==> src/rtl/bluetile_endpoint.sv <==
// -----------------------------------------------------------------------------
// bluetile_endpoint
//
// Network-side endpoint for a bluetile peripheral.
//
// Request path (device -> host):
//   Request flits from the device are accepted whenever the RX FIFO has room.
//   They are deframed into header/payload flits and tagged with sop/eop. The
//   header carries an 8-bit payload length N at bit LEN_LSB, so a packet is
//   one header flit followed by N payload flits (0..255). The tagged flits go
//   into a first-word-fall-through FIFO that the host drains.
//
// Response path (host -> device):
//   Host words pass through a one-entry output register into the device. A
//   flit can be loaded in the same cycle as the previous one commits, so
//   streaming runs at one flit per cycle.
//
// Optional feature (macro BLUETILE_ENDPOINT_LENCHK_EN):
//   The TX framing FSM tracks the header length of outgoing packets. In BODY,
//   256 consecutive cycles without host_tx_valid set the sticky frame_err and
//   send the FSM back to HDR, so the next loaded flit is taken as a header.
//   Without the macro there is no stall counter and frame_err is tied to 0.
//
// Parameters:
//   FIFO_DEPTH  RX FIFO entries (power of two, >= 2)
//   LEN_LSB     bit position of the 8-bit length field in a header flit
//
// Ports:
//   CLK, RST                 clock (rising edge), async active-high reset
//   dev_request_DOUT/valid   request flit offered by the device
//   dev_request_accept       request flit consumed this cycle
//   dev_response_DIN         response flit to the device (registered)
//   dev_response_canaccept   device can take a response flit
//   dev_response_commit      response flit transferred this cycle
//   host_rx_data/sop/eop     head-of-FIFO flit and its framing tags
//   host_rx_valid/ready      FIFO not empty / host pops the head
//   host_tx_data/valid       host response flit offered
//   host_tx_ready            endpoint takes the host flit this cycle
//   frame_err                sticky TX framing violation
// -----------------------------------------------------------------------------
module bluetile_endpoint #(
  parameter int FIFO_DEPTH = 8,
  parameter int LEN_LSB    = 0
) (
  input  logic        CLK,
  input  logic        RST,
  input  logic [31:0] dev_request_DOUT,
  input  logic        dev_request_valid,
  output logic        dev_request_accept,
  output logic [31:0] dev_response_DIN,
  input  logic        dev_response_canaccept,
  output logic        dev_response_commit,
  output logic [31:0] host_rx_data,
  output logic        host_rx_sop,
  output logic        host_rx_eop,
  output logic        host_rx_valid,
  input  logic        host_rx_ready,
  input  logic [31:0] host_tx_data,
  input  logic        host_tx_valid,
  output logic        host_tx_ready,
  output logic        frame_err
);

  localparam int PTR_W = (FIFO_DEPTH > 1) ? $clog2(FIFO_DEPTH) : 1;
  localparam int CNT_W = PTR_W + 1;
  localparam logic [CNT_W-1:0] DEPTH_CNT = CNT_W'(FIFO_DEPTH);

  typedef enum logic {
    ST_HDR,
    ST_BODY
  } frame_state_e;

  typedef struct packed {
    logic [31:0] data;
    logic        sop;
    logic        eop;
  } rx_entry_t;

  // ---------------------------------------------------------------------------
  // RX FIFO storage and bookkeeping
  // ---------------------------------------------------------------------------
  rx_entry_t        fifo_mem [FIFO_DEPTH];
  logic [PTR_W-1:0] wr_ptr;
  logic [PTR_W-1:0] rd_ptr;
  logic [CNT_W-1:0] fifo_count;
  logic             fifo_full;
  logic             fifo_empty;
  logic             rx_push;
  logic             rx_pop;
  rx_entry_t        push_entry;

  // RX deframer state
  frame_state_e     rx_state;
  logic [7:0]       rx_cnt;
  logic [7:0]       rx_len;

  assign fifo_full  = (fifo_count == DEPTH_CNT);
  assign fifo_empty = (fifo_count == '0);

  // No pop bypass: a full FIFO refuses the flit even if the host pops this
  // cycle. Reset also masks accept so the device never sees a handshake
  // while the endpoint is being cleared.
  assign dev_request_accept = dev_request_valid & ~fifo_full & ~RST;

  assign rx_push = dev_request_accept;
  assign rx_pop  = host_rx_valid & host_rx_ready;
  assign rx_len  = dev_request_DOUT[LEN_LSB +: 8];

  // Tag the incoming flit from the deframer state it arrives in.
  always_comb begin
    push_entry      = '0;
    push_entry.data = dev_request_DOUT;
    if (rx_state == ST_HDR) begin
      push_entry.sop = 1'b1;
      push_entry.eop = (rx_len == 8'd0);
    end else begin
      push_entry.sop = 1'b0;
      push_entry.eop = (rx_cnt == 8'd1);
    end
  end

  // NOTE: the storage array has no reset; an entry is only observed after a
  // push has written it, so clearing the pointers and count is enough.
  always_ff @(posedge CLK) begin
    if (rx_push) begin
      fifo_mem[wr_ptr] <= push_entry;
    end
  end

  // NOTE: all state registers use non-blocking assignments so every register
  // samples the pre-edge values of the others, regardless of block order.
  always_ff @(posedge CLK or posedge RST) begin
    if (RST) begin
      wr_ptr     <= '0;
      rd_ptr     <= '0;
      fifo_count <= '0;
    end else begin
      // Power-of-two depth: pointers wrap by natural overflow.
      if (rx_push) wr_ptr <= wr_ptr + PTR_W'(1);
      if (rx_pop)  rd_ptr <= rd_ptr + PTR_W'(1);
      case ({rx_push, rx_pop})
        2'b10:   fifo_count <= fifo_count + CNT_W'(1);
        2'b01:   fifo_count <= fifo_count - CNT_W'(1);
        default: fifo_count <= fifo_count;
      endcase
    end
  end

  // First-word-fall-through head.
  assign host_rx_valid = ~fifo_empty;
  assign host_rx_data  = fifo_mem[rd_ptr].data;
  assign host_rx_sop   = fifo_mem[rd_ptr].sop;
  assign host_rx_eop   = fifo_mem[rd_ptr].eop;

  // ---------------------------------------------------------------------------
  // RX deframer: advances only on accepted flits
  // ---------------------------------------------------------------------------
  always_ff @(posedge CLK or posedge RST) begin
    if (RST) begin
      rx_state <= ST_HDR;
      rx_cnt   <= 8'd0;
    end else if (rx_push) begin
      case (rx_state)
        ST_HDR: begin
          rx_cnt <= rx_len;
          if (rx_len != 8'd0) rx_state <= ST_BODY;
        end
        ST_BODY: begin
          rx_cnt <= rx_cnt - 8'd1;
          if (rx_cnt == 8'd1) rx_state <= ST_HDR;
        end
        default: rx_state <= ST_HDR;
      endcase
    end
  end

  // ---------------------------------------------------------------------------
  // TX output register
  // ---------------------------------------------------------------------------
  logic        tx_full;
  logic [31:0] din_q;
  logic        tx_load;

  // The register can take a new word when it is empty or its current word
  // leaves this very cycle.
  assign host_tx_ready       = ~tx_full | dev_response_canaccept;
  assign tx_load             = host_tx_valid & host_tx_ready;
  assign dev_response_commit = tx_full & dev_response_canaccept;
  assign dev_response_DIN    = din_q;

  always_ff @(posedge CLK or posedge RST) begin
    if (RST) begin
      tx_full <= 1'b0;
      din_q   <= 32'd0;
    end else if (tx_load) begin
      // A load alongside a commit replaces the departing word.
      tx_full <= 1'b1;
      din_q   <= host_tx_data;
    end else if (dev_response_commit) begin
      tx_full <= 1'b0;
    end
  end

  // ---------------------------------------------------------------------------
  // TX framing FSM: advances on loads with the same HDR/BODY rules as RX
  // ---------------------------------------------------------------------------
  frame_state_e tx_state;
  logic [7:0]   tx_cnt;
  logic [7:0]   tx_len;

  assign tx_len = host_tx_data[LEN_LSB +: 8];

`ifdef BLUETILE_ENDPOINT_LENCHK_EN
  logic [7:0] stall_cnt;
  logic       frame_err_q;

  always_ff @(posedge CLK or posedge RST) begin
    if (RST) begin
      tx_state    <= ST_HDR;
      tx_cnt      <= 8'd0;
      stall_cnt   <= 8'd0;
      frame_err_q <= 1'b0;
    end else begin
      if (tx_load) begin
        case (tx_state)
          ST_HDR: begin
            tx_cnt <= tx_len;
            if (tx_len != 8'd0) tx_state <= ST_BODY;
          end
          ST_BODY: begin
            tx_cnt <= tx_cnt - 8'd1;
            if (tx_cnt == 8'd1) tx_state <= ST_HDR;
          end
          default: tx_state <= ST_HDR;
        endcase
      end

      // Idle watchdog inside a packet body. The 256th consecutive idle cycle
      // (counter already at 255) abandons the packet.
      if (tx_state == ST_BODY && !host_tx_valid) begin
        if (stall_cnt == 8'd255) begin
          frame_err_q <= 1'b1;
          tx_state    <= ST_HDR;
          stall_cnt   <= 8'd0;
        end else begin
          stall_cnt <= stall_cnt + 8'd1;
        end
      end else begin
        stall_cnt <= 8'd0;
      end
    end
  end

  assign frame_err = frame_err_q;
`else
  // Without the length check the FSM only tracks packet position; nothing
  // downstream depends on it and frame_err is constant.
  always_ff @(posedge CLK or posedge RST) begin
    if (RST) begin
      tx_state <= ST_HDR;
      tx_cnt   <= 8'd0;
    end else if (tx_load) begin
      case (tx_state)
        ST_HDR: begin
          tx_cnt <= tx_len;
          if (tx_len != 8'd0) tx_state <= ST_BODY;
        end
        ST_BODY: begin
          tx_cnt <= tx_cnt - 8'd1;
          if (tx_cnt == 8'd1) tx_state <= ST_HDR;
        end
        default: tx_state <= ST_HDR;
      endcase
    end
  end

  assign frame_err = 1'b0;
`endif

endmodule

==> config.mk <==
export PLATFORM = sky130hd
export DESIGN_NAME = bluetile_endpoint
export DESIGN_NICKNAME = d
export VERILOG_FILES = /design/src/rtl/bluetile_endpoint.sv
export SDC_FILE = /design/constraint.sdc
export NUM_CORES = 1
export LEC_CHECK = 0
export CAP_MARGIN = 20
export CORE_MARGIN = 5
export CORE_UTILIZATION = 63
export CTS_BUF_LIST = sky130_fd_sc_hd__clkbuf_4
export DETAILED_ROUTE_END_ITERATION = 6
export PLACE_DENSITY = 0.88
export SYNTH_ARGS = -nofsm -noshare
export SYNTH_HDL_FRONTEND = slang
export SYNTH_SLANG_ARGS = --single-unit
==> constraint.sdc <==
create_clock -name CLK -period 9.4 [get_ports CLK]
set_input_delay 1.88 -clock CLK [delete_from_list [all_inputs] [get_ports CLK]]
set_output_delay 1.88 -clock CLK [all_outputs]
set_load 0.005 [all_outputs]
== Yosys cells after proc, flatten, opt, wreduce, memory -nomap -nowiden ==
Memory sizes are Yosys's and may differ from the RTL's.
Cells that the tools add are included.

* Input port bits: 70
* Memories: 1
* Output and inout port bits: 71
* Register bits: 52
* RAM bits: 272

{| class="wikitable"
|+ Memories
! name !! depth !! width !! rd ports !! clocked after Yosys merged registers in !! wr ports !! RTL line !! source
|-
| fifo_mem || 8 || 34 || 1 || 0 || 1 || 82 || <nowiki>rx_entry_t fifo_mem [FIFO_DEPTH];</nowiki>
|}

* Muxes and demuxes: 10
* Bitwise logic cells: 11
* Eq/ne operators: 4
* Add/subtract/negate cells: 5
* Reduce and logical (&&, ||, !) cells: 5

{| class="wikitable"
|+ Operators by type and width
! operator !! number
|-
| one-hot mux 8 bit (2 select lines) || 1
|-
| equality test 8 x 1 -> 1 bit, second input constant || 1
|-
| logical NOT 8 bit || 1
|-
| one-hot mux 4 bit (2 select lines) || 1
|-
| nonzero test 8 bit || 1
|-
| subtractor 8 x 1 -> 8 bit, second input constant || 1
|-
| adder 3 x 1 -> 3 bit, second input constant || 2
|-
| 2-to-1 mux 1 bit || 6
|-
| bitwise AND 1 bit || 5
|-
| inverter 1 bit || 5
|-
| adder 4 x 1 -> 4 bit, second input constant || 1
|-
| equality test 4 bit, second input constant || 1
|-
| logical NOT 4 bit || 1
|-
| nonzero test 2 bit || 2
|-
| subtractor 4 x 1 -> 4 bit, second input constant || 1
|-
| equality test 2 x 1 -> 1 bit, second input constant || 1
|-
| equality test 2 bit, second input constant || 1
|-
| 2-to-1 mux 2 bit || 1
|-
| one-hot mux 1 bit (2 select lines) || 1
|-
| OR 1 bit || 1
|}

== Logic depth before layout (Yosys ltp) ==
Gate-level depths: netlist (run 1).

* Depth in word-level cells: 6
* Gate-level depth with buffers: 9
* Mapped depth without buffers: 9

== Least setup slack after synthesis (run 1) ==
OpenSTA, ideal clock, no wires.

* Path kind: input to register
* From: input dev_request_valid
* To: memory fifo_mem[4][0] in the netlist's numbering (enable)
* Slack: 2966 ps
* Required time: 8877 ps
* Arrival time: 5911 ps
* Cell stages on the path: 4
* Cells stage by stage: nor2b_1 nand2_2 buf_4 nor4b_1

* Word-level cells in the longest chain between the ends: 4

{| class="wikitable"
|+ Ends and longest elaborated chain
! what !! RTL line !! source
|-
| start: declaration || 48 || <nowiki>input logic dev_request_valid,</nowiki>
|-
| bitwise AND 1 bit (2 in a row) || 103 || <nowiki>assign dev_request_accept = dev_request_valid & ~fifo_full & ~RST;</nowiki>
|-
| 2-to-1 mux 1 bit || 125 || <nowiki>if (rx_push) begin</nowiki>
|-
| 2-to-1 mux 1 bit (implied by the code) || 126 || <nowiki>fifo_mem[wr_ptr] <= push_entry;</nowiki>
|-
| end: declaration || 82 ||
|}

No other way between the ends.

== Final worst setup path (run 1) ==
* From: input dev_request_valid
* To: output dev_request_accept

* Word-level cells in the longest chain between the ends: 2

{| class="wikitable"
|+ Ends and longest elaborated chain
! what !! RTL line !! source
|-
| bitwise AND 1 bit (2 in a row) || 103 ||
|-
| end: declaration || 49 || <nowiki>output logic dev_request_accept,</nowiki>
|}

No other way between the ends.

==> metrics.txt, run 1 <==
run status finished clean; Yosys top cell area share 0.6461; max_cap viols 0; Total GRT Usage 0.2295; Max clock buf depth 3; actual slew at the worst max-slew pin 1.113 ns; period utilization 0.5939; P_leak roughly 5.3 nW; Min Clock Period, post-route 5.583 ns; f_max 179.1 MHz; drt first-iter violations ~520; Gate Count Post-Synth ~600; Hold Path Origin dev_response_DIN[8]$_DFFE_PP0P_; sequential element share of the synthesized area 0.7491; clock sink count around 320; share of layout cells above drive strength 1 0.3333; Global Route met1 Usage 0.2882; number of global-route vias before repair around 7300; # nets final 887; Slew Viols, Final 0; Rel. slew slack 0.2581; Finished Layout Cells around 1100; initial antenna violation count 1; global-route wire length before repair around 40000 um; asr flop ratio synth 0.1605; number of port buffers between 100 and 150; CP Max Fanout 23; EDFF count, synth roughly 270; drt pass-1 iters 5; r2r endpoint fifo_mem[3][11]$_DFFE_PP_; Mean Syn Cell Area between 20 and 25 um2; postcts setup bufs 0; setup violators final 0; worst hold path cell count 1; Mapped Area 12640 um2; critical path required time ~7.5 ns; FF-to-FF Start fifo_count[0]$_DFFE_PP0P_; clock-pin slew on the worst setup and hold paths 0.07 ns; Initial Util 0.6453; Area Overhead vs Synth 21.51%; die width approximately 150 um; peak supply drop around 180 uV; Remaining DRCs 0; Yosys reg bits around 320; worst reg2reg setup slack 6.55 ns; met2 Use GR 0.3780; GP Congestion a little under 0.8; Die Ht about 150 um; post-CTS resize count 0; DR vias approximately 6600; GR Util met3 0.09042; Hold Crit Endpoint dev_response_DIN[8]$_DFFE_PP0P_; Post-synth top flop edfxtp_1; final hold vios 0; largest net degree at the start of global routing 53; Hold Path Class reg -> reg; Final ANT Viol Nets 0; Setup crit end kind primary output; yosys warns 0; core area between 15000 and 20000 um2; row count 51; worst-case clock skew about 0.056 ns; root buf cell clkbuf_4; die area 23000 um2; CTS tree yes; Antenna Cells 0; synth unique cells 44; Placed Instances 989; Syn Nets between 600 and 700; total CTS buffers 80; setup TNS 0 ns; Synth area leaders edfxtp_1, mux4_2, dfrtp_1; DP Wirelength 15070 um; Detailed Route WL approximately 25000 um; RSZ-0062 raised after global routing false; GRT busiest layer met2; Worst EP arrival around 3.7 ns; critical path class in -> out; num ports roughly 140; total global routing overflow 0; post-DR wirelength/cell about 22 um; vias per inst approximately 5.9; pwr dens roughly 270 nW/um2; FF-to-FF path depth 7; Yosys top cell by area edfxtp_1; Hold-fix buffers, CTS 0; worst skew pair latency 0.68 ns; CTS H-tree depth 3; crit path launch type input port
## cells by family after synthesis
| group | Yosys count | synth area share |
|---|---|---|
| flip-flops | 324 | 0.7491 |
| multiplexers | 137 | 0.1854 |
| AND/OR/NAND/NOR | 55 | 0.02257 |
| other | 1 | 0.0002967 |
| buffers and inverters | 40 | 0.01683 |
| AO/OA/AOI/OAI | 25 | 0.01247 |
| adder cells (fa/ha/maj) | 8 | 0.008512 |
| XOR/XNOR | 7 | 0.004850 |
## stage by stage
stage	util	power [W]	hold slack, ns	area [um2]	worst slack (ns)
after floorplan	-	0.002632	0.4463	12640	2.966
after global placement	0.7333	0.003084	0.4694	14370	3.801
after detailed placement	0.7347	0.003156	0.4934	14390	3.796
after CTS	0.7811	0.004227	0.5073	15300	3.790
after global routing	0.7841	0.004401	0.5119	15360	3.664
final	0.7841	0.004173	0.5030	15360	3.817
## placed cells by master (no fill, tap or decap), types with 2 or more instances in the layout
cell type,count
xor2_1,2
a2bb2oi_1,2
clkinv_2,3
edfxtp_1,272
buf_4,16
mux2_4,10
dfrtp_1,49
clkinv_1,11
nor3b_2,2
mux2_2,57
a21oi_1,5
clkbuf_4,112
nor3_2,2
mux2i_1,2
clkdlybuf4s50_1,139
o21ai_0,8
a31oi_1,2
nand2_1,16
xnor2_1,5
nand3_1,4
nor4_1,2
buf_16,2
nand4_1,2
nand2b_1,2
nor3_1,3
dfrtp_2,2
mux4_2,68
nor2b_1,2
inv_2,2
ha_1,7
o22a_1,2
inv_1,10
nor4b_2,2
nor2_1,9
or4b_1,2
## synthesized netlist by cell type (2+ instances only)
cell type	n
clkbuf_1	10
inv_1	11
a2bb2oi_1	2
xnor2_1	5
buf_2	12
nand4_1	2
mux2_4	10
nand2_1	16
a21oi_1	5
o21ai_0	8
nor4_1	3
o22a_1	2
nor3_1	5
nand3_1	4
mux2i_1	2
dfrtp_1	52
a31oi_1	2
mux4_2	68
nor4b_1	2
mux2_2	57
nand2b_1	2
ha_1	7
edfxtp_1	272
nor2b_1	2
buf_4	2
buf_12	2
nor3b_1	3
nor2_1	10
xor2_1	2
or4b_1	2
buf_1	2
## per-layer routing
layer	part of all wire	wire length (um)
met4	0.015	383
met2	0.51	12690
met5	0.00056	14
met3	0.10	2527
met1	0.37	9307
## worst max-delay path by stage
stage	startpoint	to	slack [ns]	cells after the start
after floorplan	dev_request_valid	fifo_mem[4][0]$_DFFE_PP_	2.97	4
after global placement	RST	dev_request_accept	3.80	5
after detailed placement	dev_request_valid	dev_request_accept	3.80	5
after CTS	dev_request_valid	dev_request_accept	3.79	5
after global routing	dev_request_valid	dev_request_accept	3.66	5
final	dev_request_valid	dev_request_accept	3.82	5
## registers in the layout, indices dropped and copies added, names as in the netlist
signal	count
fifo_mem	272
dev_response_DIN	32
rx_cnt	8
fifo_count	4
rd_ptr	3
wr_ptr	3
rx_state	1
tx_full	1
## critical path, cell delays in order
cell             delay, ns
clkdlybuf4s50_1       0.45
nor2b_1               0.20
nand2_2               0.30
inv_1                 0.31
clkdlybuf4s50_1       0.56
## final cells by class
type | instances | area, um2
flip-flops and latches | 324 | 9475
fillers | 1013 | 4230
multi-input cells | 233 | 3005
repair buffers | 159 | 1598
clock buffers | 112 | 840.8
well taps | 265 | 331.6
clock inverters | 16 | 67.56
inverters | 11 | 41.29
## power by group
| group | leakage [nW] | internal, W | switching (W) |
|---|---|---|---|
| combinational | 1.72 | 0.000768 | 0.000462 |
| sequential | 3.06 | 0.00172 | 0.000169 |
| clock | 0.549 | 0.000544 | 0.000514 |
| total | 5.32 | 0.00303 | 0.00115 |
Note: power is estimated with default switching activity, not from simulation.
==> inputs of run 2 (changes only) <==
Settings changed: CORE_UTILIZATION 63 to 58, PLACE_DENSITY 0.88 to 0.82.
Clock period 9.4 ns to 5.5 ns, I/O delays scaled along.
==> metrics.txt, run 2 (synthesized netlist as in run 1, its figures left out) <==
run status finished clean; DP Wirelength 14870 um (-1.4%); Rel. slew slack 0.2109 (-0.04717); worst skew pair latency 0.70 ns (+0.02 ns); post-CTS resize count 0 (unchanged); num ports 141 (unchanged); Hold Path Class reg -> reg; worst hold path cell count 1 (unchanged); Int Power 0.005317 W (+76%); GP Congestion 0.8253 (+5.1%); Slew Viols, Final 0 (unchanged); drt first-iter violations 545 (+5.8%); setup TNS 0 ns (unchanged); CTS tree yes; CP top delay family buffers and inverters; critical path class reg -> out; total global routing overflow 0 (unchanged); total CTS buffers 78 (-2.5%); root buf cell clkbuf_4; postcts setup bufs 0 (unchanged); most frequent cells in the layout edfxtp_1, clkdlybuf4s50_1, clkbuf_4, mux4_2, mux2_2; Hold-fix buffers, CTS 0 (unchanged); max_cap viols 0 (unchanged); Biggest register fifo_mem; RSZ-0062 raised after global routing false; share of layout cells above drive strength 1 0.3364 (+0.003072); CP cell instances buf_12 -> mux4_2 -> mux2_2 -> clkdlybuf4s50_1; Worst path max stage delay 0.86 ns (+0.30 ns); CTS H-tree depth 3 (unchanged); post-DR wirelength/cell 21.66 um (-2.7%); row count 54 (+5.9%); period utilization 0.8019; Total GRT Usage 0.2082 (-0.02126); final hold vios 0 (unchanged); # nets final 883 (-0.45%); number of global-route vias before repair 7171 (-1.4%); Placed Area 14450 um2 (+0.43%); CP Max Fanout 39 (+70%); core area 21620 um2 (+10%); Area Overhead vs Synth 22.79%; global-route wire length before repair 39010 um (-0.98%); r2r endpoint fifo_count[3]$_DFFE_PP0P_; slowest stage cell, crit path dfrtp_4; peak supply drop 306.6 uV (+73%); Hold Path Origin dev_response_DIN[9]$_DFFE_PP0P_; Setup crit end kind primary output; Comb power frac 0.280 (-0.015); worst-case clock skew 0.05719 ns (+0.0007425 ns); P_leak 5.387 nW (+1.3%); CP bufs+invs 2 (-1); max reg flops 272 (unchanged); clock-pin slew on the worst setup and hold paths 0.06 ns (about the same); crit path launch type register; f_max ~230 MHz; Remaining DRCs 0 (unchanged); Seq pwr share 0.447 (-0.005); fill count 1285 (+27%); clock sink count 324 (unchanged); setup violators final 0 (unchanged); Min Clock Period, post-route 4.411 ns; Die Ht 157.6 um (+3.9%); commonest non-fill, non-tap cell in the layout edfxtp_1; die area 24850 um2 (+8.0%); switching power 0.002002 W (+75%); Max clock buf depth 3 (unchanged); largest net degree at the start of global routing 53 (unchanged); vias per inst 5.703 (-3.1%); pwr dens 471.6 nW/um2 (+74%); initial antenna violation count 1 (unchanged); Worst EP arrival 3.31 ns (-0.39 ns); Detailed Route WL 24890 um (-0.13%); Post-Layout Inst Area 15520 um2 (+1.1%); FF-to-FF Start fifo_count[0]$_DFFE_PP0P_; critical path required time 4.40 ns (-3.12 ns); Final ANT Viol Nets 0 (unchanged); switching part of the total 0.2736 (-0.001064); DR vias 6553 (-0.55%); drt pass-1 iters 5 (unchanged); Hold Crit Endpoint dev_response_DIN[9]$_DFFE_PP0P_; Initial Util 0.5847 (-0.06061); Clk pwr share 0.273 (+0.019); die width 157.6 um (+3.9%); FF-to-FF path depth 8 (+1); worst reg2reg setup slack 2.70 ns (-3.85 ns); number of port buffers 139 (unchanged); actual slew at the worst max-slew pin 1.184 ns (+0.07075 ns)
[run 2: cell types whose count changed in the layout (fill, tap and decap cells not counted), moves of 2 or more]
| cell | previous run | this run |
|---|---|---|
| nor4b_4 | 0 | 2 |
| buf_12 | 1 | 3 |
| buf_4 | 16 | 14 |
| clkinv_1 | 11 | 17 |
| bufinv_16 | 0 | 2 |
| nor4b_2 | 2 | 0 |
| clkbuf_4 | 112 | 118 |
[run 2: worst max path at each step]
stage,from,cells past startpoint,to
after global routing,rd_ptr[0]$_DFFE_PP0P_,4,host_rx_eop
after detailed placement,dev_request_valid,5,dev_request_accept
after floorplan,dev_request_valid,4,fifo_mem[0][0]$_DFFE_PP_
after global placement,dev_request_valid,5,dev_request_accept
after CTS,rd_ptr[0]$_DFFE_PP0P_,4,host_rx_data[0]
final,rd_ptr[0]$_DFFE_PP0P_,4,host_rx_data[0]
[run 2: layout make-up]
type                    count  area (um2)  area share
diodes                      1       2.502   0.0001612
clock buffers             118       885.9     0.05707
clock inverters            25       158.9     0.01024
inverters                  11       41.29    0.002660
multi-input cells         233        3023      0.1948
flip-flops and latches    324        9475      0.6105
well taps                 280       350.3     0.02257
repair buffers            157        1584      0.1021
[run 2: power by group through the flow]
stage,registers [W],logic [W],clock network [W]
final,0.00327,0.00205,0.00200
after global routing,0.00331,0.00221,0.00221
after CTS,0.00327,0.00209,0.00205
after detailed placement,0.00333,0.00207,0
after global placement,0.00329,0.00201,0
after floorplan,0.00308,0.00142,0
[run 2: metrics by stage]
| step | worst slack (ns) | std cells | power [W] | hold slack [ns] | utilization |
|---|---|---|---|---|---|
| floorplan | 0.1927 | 597 | 0.004501 | 0.4463 | - |
| global placement | 1.414 | 1003 | 0.005303 | 0.4629 | 0.6672 |
| detailed placement | 1.390 | 1004 | 0.005401 | 0.4935 | 0.6685 |
| CTS | 1.000 | 1147 | 0.007412 | 0.5062 | 0.7168 |
| global route | 0.8514 | 1149 | 0.007735 | 0.5360 | 0.7179 |
| finish | 1.089 | 1149 | 0.007320 | 0.5027 | 0.7179 |
[run 2: routing by layer]
layer / track usage / vias up / wire [um] / share of wire
met1: 0.2717 / 3335 / 9712 / 0.39
met5: 0 / - / 0 / 0
met2: 0.3366 / 286 / 12540 / 0.50
met4: 0.07210 / 0 / 404 / 0.016
li1: - / 2891 / - / -
met3: 0.06588 / 41 / 2229 / 0.090
==> inputs of run 3 (changes only) <==
Clock period 5.5 ns to 4.3 ns, I/O delays scaled along.
==> metrics.txt, run 3 (synthesized netlist as in run 1, its figures left out) <==
critical path required time 3.44 ns (-0.96 ns); final hold vios 0 (unchanged); worst reg2reg setup slack 1.47 ns (-1.23 ns); worst-case clock skew 0.02709 ns (-0.03010 ns); critical path class reg -> out; Hold Path Class reg -> reg; setup ws final 0.3541 ns (-0.7353 ns); Initial Util 0.5847 (unchanged); largest net degree at the start of global routing 53 (unchanged); Area Overhead vs Synth 23.07%; num ports 141 (unchanged); P_leak 5.406 nW (+0.35%); Max clock buf depth 3 (unchanged); period utilization 0.9177; global-route wire length before repair 39230 um (+0.55%); Finished Layout Cells 1146 (-0.26%); postcts setup bufs 0 (unchanged); Power, Total 0.009395 W (+28%); CP Max Fanout 34 (-13%); setup violators final 0 (unchanged); Multi-input gate area 3044 um2 (+0.70%); RSZ-0062 raised after global routing false; Final ANT Viol Nets 0 (unchanged); max_cap viols 0 (unchanged); Worst path max stage delay 0.74 ns (-0.12 ns); max reg flops 272 (unchanged); share of layout cells above drive strength 1 0.3406 (+0.004241); CTS tree yes; pwr dens 603.9 nW/um2 (+28%); FF-to-FF path depth 9 (+1); core area 21620 um2 (unchanged); drt first-iter violations 528 (-3.1%); Hold-fix buffers, CTS 0 (unchanged); run status finished clean; root buf cell clkbuf_4; # nets final 883 (unchanged); GP Congestion 0.7751 (-6.1%); drt pass-1 iters 5 (unchanged); Remaining DRCs 0 (unchanged); clock sink count 324 (unchanged); Total GRT Usage 0.2073 (-0.0009422); DP Worst Slack 0.9820 ns (-0.4080 ns); setup TNS 0 ns (unchanged); Min Clock Period, post-route approximately 4 ns; Util after Layout 0.7196 (+0.001678); Detailed Route WL 24470 um (-1.7%); total global routing overflow 0 (unchanged); DP Wirelength 14410 um (-3.1%); CP cell instances buf_12 -> mux4_2 -> mux2_2 -> clkdlybuf4s50_1; row count 54 (unchanged); peak supply drop 399.5 uV (+30%); post-DR wirelength/cell 21.35 um (-1.4%); Slew Viols, Final 0 (unchanged); Biggest register fifo_mem; crit path launch type register; number of port buffers 139 (unchanged); r2r endpoint fifo_count[3]$_DFFE_PP0P_; Hold Path Origin fifo_count[3]$_DFFE_PP0P_; total CTS buffers 80 (+2.6%); fill count 1285 (unchanged); Hold Crit Endpoint fifo_count[3]$_DFFE_PP0P_; worst skew pair latency 0.68 ns (-0.02 ns); worst hold path cell count 1 (unchanged); Setup crit end kind primary output; die width 157.6 um (unchanged); DR vias 6531 (-0.34%); number of global-route vias before repair 7369 (+2.8%); vias per inst 5.699 (about the same); actual slew at the worst max-slew pin 0.9377 ns (-0.2459 ns); initial antenna violation count 0 (-1); slowest stage cell, crit path dfrtp_4; die area 24850 um2 (unchanged); Placed Instances 1002 (-0.20%); f_max roughly 250 MHz; FF-to-FF Start fifo_count[0]$_DFFE_PP0P_; CTS H-tree depth 3 (unchanged); Antenna Cells 0 (-1); Reg area 9475 um2 (unchanged); CP bufs+invs 2 (unchanged); most frequent cells in the layout edfxtp_1, clkdlybuf4s50_1, clkbuf_4, mux4_2, mux2_2; Rel. slew slack 0.3749 (+0.1639); commonest non-fill, non-tap cell in the layout edfxtp_1; post-CTS resize count 0 (unchanged); Worst EP arrival 3.09 ns (-0.22 ns); clock-pin slew on the worst setup and hold paths 0.06 ns (about the same); Die Ht 157.6 um (unchanged); CP top delay family buffers and inverters
run 3: cell count changes in the layout (fill, tap and decap cells not counted), sizes merged:
cell	before	now
buf	18	16
diode	1	0
inv	12	14
clkinv	21	16
clkbuf	118	121
run 3: how the worst max path moves through the flow:
stage | start | endpoint | slack, ns | cells past startpoint
6_report | rd_ptr[0]$_DFFE_PP0P_ | host_rx_sop | 0.35 | 4
5_1_grt | rd_ptr[0]$_DFFE_PP0P_ | host_rx_sop | 0.12 | 4
4_1_cts | rd_ptr[0]$_DFFE_PP0P_ | host_rx_sop | 0.24 | 4
3_5_place_dp | rd_ptr[0]$_DFFE_PP0P_ | host_rx_data[14] | 0.98 | 4
3_3_place_gp | rd_ptr[0]$_DFFE_PP0P_ | host_rx_sop | 1.02 | 4
2_1_floorplan | dev_request_valid | fifo_mem[1][0]$_DFFE_PP_ | 0.06 | 5
run 3: layer usage:
metal | GRT usage | part of all wire
met5 | 0 | 0
met4 | 0.06923 | 0.014
met3 | 0.06370 | 0.085
met2 | 0.3271 | 0.50
met1 | 0.2810 | 0.40
run 3: cell type report:
class                   count  area share
clock inverters            22    0.009249
well taps                 280     0.02252
multi-input cells         233      0.1957
inverters                  11    0.002654
clock buffers             121     0.05839
repair buffers            155      0.1025
flip-flops and latches    324      0.6091
run 3: per-stage QoR:
stage | hold slack (ns) | area, um2
floorplan | 0.4463 | 12670
global placement | 0.4624 | 14460
detailed placement | 0.4887 | 14490
CTS | 0.5005 | 15540
global route | 0.5211 | 15560
finish | 0.4982 | 15560
run 3: power by group:
| group | switching (W) | leakage, nW | internal, W |
|---|---|---|---|
| Combinational | 0.00103 | 1.72 | 0.00169 |
| Clock | 0.00115 | 0.632 | 0.00141 |
| Sequential | 0.000364 | 3.06 | 0.00375 |
